<file path="config.mk">
export PLATFORM = sky130hd
export DESIGN_NAME = serial_subtractor
export DESIGN_NICKNAME = d
export VERILOG_FILES = /design/src/rtl/serial_subtractor_pkg.sv /design/src/rtl/serial_subtractor_half_sub.sv /design/src/rtl/serial_subtractor.sv
export SDC_FILE = /design/constraint.sdc
export NUM_CORES = 1
export LEC_CHECK = 0
export CORE_MARGIN = 1.5
export CORE_UTILIZATION = 49
export DETAILED_ROUTE_END_ITERATION = 7
export PLACE_DENSITY = 0.78
export SYNTH_ARGS = -nofsm -noshare
export SYNTH_HDL_FRONTEND = slang
export SYNTH_SLANG_ARGS = --single-unit
</file>
<file path="constraint.sdc">
create_clock -name clk -period 1.6 [get_ports clk]
set_input_delay 0.32 -clock clk [delete_from_list [all_inputs] [get_ports clk]]
set_output_delay 0.32 -clock clk [all_outputs]
set_load 0.01 [all_outputs]
</file>
<file path="src/rtl/serial_subtractor_pkg.sv">
// Shared definitions for the bit-serial subtractor: FSM encoding,
// default operand width and the counter-width helper.
package serial_subtractor_pkg;

  localparam int DEFAULT_WIDTH = 8;

  typedef enum logic [1:0] {
    IDLE  = 2'd0,
    SHIFT = 2'd1,
    DONE  = 2'd2
  } state_e;

  // Bit counter width: max(1, clog2(width)); a 1-bit operand still needs a
  // legal 1-bit counter.
  function automatic int cnt_width(input int width);
    int w;
    w = $clog2(width);
    return (w < 1) ? 1 : w;
  endfunction

endpackage

</file>
<file path="src/rtl/serial_subtractor_half_sub.sv">
// Half subtractor: d = x - y (one bit), bo = borrow out.
module half_sub (
  input  logic x,
  input  logic y,
  output logic d,
  output logic bo
);

  assign d  = x ^ y;
  assign bo = ~x & y;

endmodule

</file>
<file path="src/rtl/serial_subtractor.sv">
// Bit-serial unsigned subtractor. Operands are loaded on an accepted start,
// then one bit per cycle (LSB first) goes through a full-subtractor cell
// built from two half subtractors. The result is held after the done pulse
// until the next accepted start.
module serial_subtractor
  import serial_subtractor_pkg::*;
#(
  parameter int WIDTH = DEFAULT_WIDTH
) (
  input  logic             clk,
  input  logic             rst,
  input  logic             start,
  input  logic [WIDTH-1:0] a,
  input  logic [WIDTH-1:0] b,
  output logic             busy,
  output logic             done,
  output logic [WIDTH-1:0] diff,
  output logic             borrow
);

  localparam int CW = cnt_width(WIDTH);
  localparam logic [CW-1:0] LAST = CW'(WIDTH - 1);

  state_e          state, state_nxt;
  logic [WIDTH-1:0] a_sr, b_sr;
  logic [WIDTH-1:0] diff_nxt;
  logic [CW-1:0]    cnt;
  logic             load, shift;

  // Full-subtractor cell on the operand LSBs and the stored borrow.
  logic d0, bo0, d, bo1, bout;

  half_sub u_hs0 (
    .x  (a_sr[0]),
    .y  (b_sr[0]),
    .d  (d0),
    .bo (bo0)
  );

  half_sub u_hs1 (
    .x  (d0),
    .y  (borrow),
    .d  (d),
    .bo (bo1)
  );

  assign bout = bo0 | bo1;

  // New difference bit enters at the MSB so that after WIDTH shifts the
  // first (LSB) result bit has landed in bit 0.
  generate
    if (WIDTH == 1) begin : g_diff_w1
      assign diff_nxt = d;
    end else begin : g_diff_wn
      assign diff_nxt = {d, diff[WIDTH-1:1]};
    end
  endgenerate

  // State register.
  always_ff @(posedge clk) begin
    if (rst) state <= IDLE;
    else     state <= state_nxt;
  end

  // Next-state and control decode; start is only honoured in IDLE.
  always_comb begin
    state_nxt = state;
    busy      = 1'b0;
    done      = 1'b0;
    load      = 1'b0;
    shift     = 1'b0;
    case (state)
      IDLE: begin
        if (start) begin
          load      = 1'b1;
          state_nxt = SHIFT;
        end
      end
      SHIFT: begin
        busy  = 1'b1;
        shift = 1'b1;
        if (cnt == LAST) state_nxt = DONE;
      end
      DONE: begin
        busy      = 1'b1;
        done      = 1'b1;
        state_nxt = IDLE;
      end
      default: state_nxt = IDLE;
    endcase
  end

  // Datapath: load operands on acceptance, shift one bit per SHIFT cycle.
  // diff/borrow are left untouched outside SHIFT so they hold the result.
  always_ff @(posedge clk) begin
    if (rst) begin
      a_sr   <= '0;
      b_sr   <= '0;
      diff   <= '0;
      borrow <= 1'b0;
      cnt    <= '0;
    end else if (load) begin
      a_sr   <= a;
      b_sr   <= b;
      borrow <= 1'b0;
      cnt    <= '0;
    end else if (shift) begin
      a_sr   <= a_sr >> 1;
      b_sr   <= b_sr >> 1;
      diff   <= diff_nxt;
      borrow <= bout;
      cnt    <= cnt + CW'(1);
    end
  end

endmodule

</file>
==> metrics.cfg <==
[status]
run_status=completed

[sta]
fin_ws_ps=50.4
finalClockSkew_ps=13.2
worst_pin_slew_ps=388
setup_tns_ps=0
min_period_ps=1550
whs_ps=496
slew_headroom_pct=74.1
report.final.hold_viol_count=0
period_share_pct=96.9
final-setup-viol-count=0
rsz0062_at_grt=no
slew_violations=0
fmax_mhz=645

[layout]
drive_gt1_share_pct=8.98
nets=194
fin_cells=198
syn_to_final_growth_pct=26.5
diodes=0
fill_cells=230

[critical_path]
required_ps=1280
critPathLaunchType=flop
reg2regPathDepth=4
critPathMaxStageDelay_ps=350
crit_type=reg2out
crit_arrival_ps=1230
path_buf_inv=2
path_cells=inv_1 -> ha_1 -> dlygate4sd2_1
worstPathMaxFanout=3
crit_path_end_kind=output pin
r2r_slack_ps=190
reg2reg_to=borrow$_SDFFE_PP0N_
cp_slowest_cell=dfxtp_1
r2r-start=state[0]$_SDFFE_PP0P_
critPathTopFamily=buffers and inverters

[yosys]
synth_top_area_share_pct=43.3
ys_types=20
synth-seq-area-share_pct=43.3
synth_area_sq_um=1390
synth_top_area_cell=dfxtp_1
synthTopCellsByCount=dfxtp_1 (30), mux2i_1 (26), nor2_1 (23)
syn_nets=163
synth_most_common_cell=dfxtp_1
async_reset_ff_share_pct=0
synth_warnings=0
syn_avg_cell_area_sq_um=10.2
ys.flop_type=dfxtp_1
synth_area_leaders=dfxtp_1 (43%), mux2i_1 (19%), a211oi_1 (7.6%)
synthCells=136
synth_edf_count=0
ys_ff_latch=30

[global_route]
grt_pass1_vias=1070
grt_use_total_pct=18.3
grt_antenna_before_repair=0
grt_max_degree=31
grt_pass1_wl_mm=4.55
grt.overflow.total=0

[placement]
io_buffers=29
gp_congestion=0.742
dp.cells=191
dp.final_hpwl_mm=1.87
dp_slack_ps=1.81

[run]
cap_violations=0

[route]
wl_met3_microns=122
dr.pass1.iters=3
drc_errors=0
wl_met2_mm=1.30
via_per_inst=5.25
routed-via-count=1040
drtAntennaViolNets=0
wl_per_cell_microns=12.8
wl_met1_mm=1.05
initialDrtViolationCount=15
routed_wl_mm=2.53
top_layer=met4

[cts]
cts_tree=built
cts_buffers=5
clock_tree.htree_level_count=2
clk_latency_ps=320
cts_hold_buf=0
cts_sinks=30
cts-root-buf=clkbuf_4
path_clk_slew_ps=80
cts_buffer_depth=2

[floorplan]
core_area_sq_um=2710
core.rowCount=19
start_util_pct=51.2
pin_count=30
die_h_microns=56.2
die_w_microns=56.2
die_area_sq_um=3160

[min_path]
hold_end=state[1]$_SDFFE_PP0P_
holdPathStages=2
hp-class=reg2reg
min_from=state[1]$_SDFFE_PP0P_

[pwr]
power_mw=2.38
peakVddDrop_mv=0.944
power.density_nw_per_um2=1360
leakagePower_nw=0.714

[metrics by stage]
stage / util [%] / cell area [sq um]
after global placement: 63.0 / 1710
after detailed placement: 63.0 / 1710
after floorplan: - / 1390
after global routing: 64.7 / 1750
after CTS: 64.5 / 1750
final: 64.7 / 1750
[what timing repair did]
item | in CTS | in global routing
gates cloned | 0 | 0
endpoints found under the setup margin | 2 | 3
buffers inserted | 0 | 0
gates resized for setup | 6 | 3
[layout make-up]
type                    instances  area [sq um]  area share (%)
clock buffers                   7          45.0            2.57
inverters                       6          22.5            1.28
multi-input cells              89           673            38.4
flip-flops and latches         30           603            34.4
well taps                      31          38.8            2.21
repair buffers                 35           372            21.2
[cells in the final DEF, fill, tap and decap left out]
cell type,instances
a2111oi_2,1
a211oi_1,14
a21oi_1,2
a22oi_1,1
and2_0,1
buf_12,3
buf_2,1
buf_4,3
clkbuf_1,2
clkbuf_4,5
clkdlybuf4s50_1,25
dfxtp_1,28
dfxtp_2,2
dlygate4sd2_1,1
dlymetal6s2s_1,2
fa_1,1
ha_1,7
inv_1,6
mux2i_1,26
nand2_1,3
nand2b_1,4
nand3b_1,2
nor2_1,23
nor3_1,3
xnor2_1,1
[state kept, by name (all words and copies together) (netlist names)]
name / cells
a_sr: 8
b_sr: 8
borrow: 1
cnt: 3
diff: 8
state: 2
[metal layers]
layer	vias up	GRT usage (%)
li1	524	-
met1	479	20.0
met2	29	32.1
met3	8	5.58
met4	0	8.50
met5	-	0
[worst max path at each step]
stage | startpoint | to | slack (ps) | cells after the start
floorplan | state[0]$_SDFFE_PP0P_ | borrow$_SDFFE_PP0N_ | 300 | 5
global placement | state[1]$_SDFFE_PP0P_ | busy | 80 | 3
detailed placement | state[1]$_SDFFE_PP0P_ | busy | 2 | 3
CTS | diff[5]$_SDFFE_PP0P_ | diff[5] | 30 | 1
global route | state[0]$_SDFFE_PP0P_ | done | 10 | 3
finish | state[0]$_SDFFE_PP0P_ | done | 50 | 3
[where the power goes]
part	internal, mW	total, mW	switching [mW]
Clock	0.165	0.401	0.236
Combinational	0.494	0.976	0.482
Sequential	0.909	1.00	0.0932
[worst reg2reg max path, stage by stage, from the launching register on]
cell	delay, ps
dfxtp_1	350
inv_1	80
ha_1	220
and2_0	270
a2111oi_2	380
[cell families (layout without fill, tap and decap cells)]
group,count (synthesis),in the layout,synth area share (%)
AND/OR/NAND/NOR,36,36,11.5
flip-flops,30,30,43.3
multiplexers,26,26,18.8
AO/OA/AOI/OAI,18,18,9.93
buffers and inverters,17,48,8.12
adder cells (fa/ha/maj),8,8,7.76
XOR/XNOR,1,1,0.632
(Power assumes the default switching activity.)
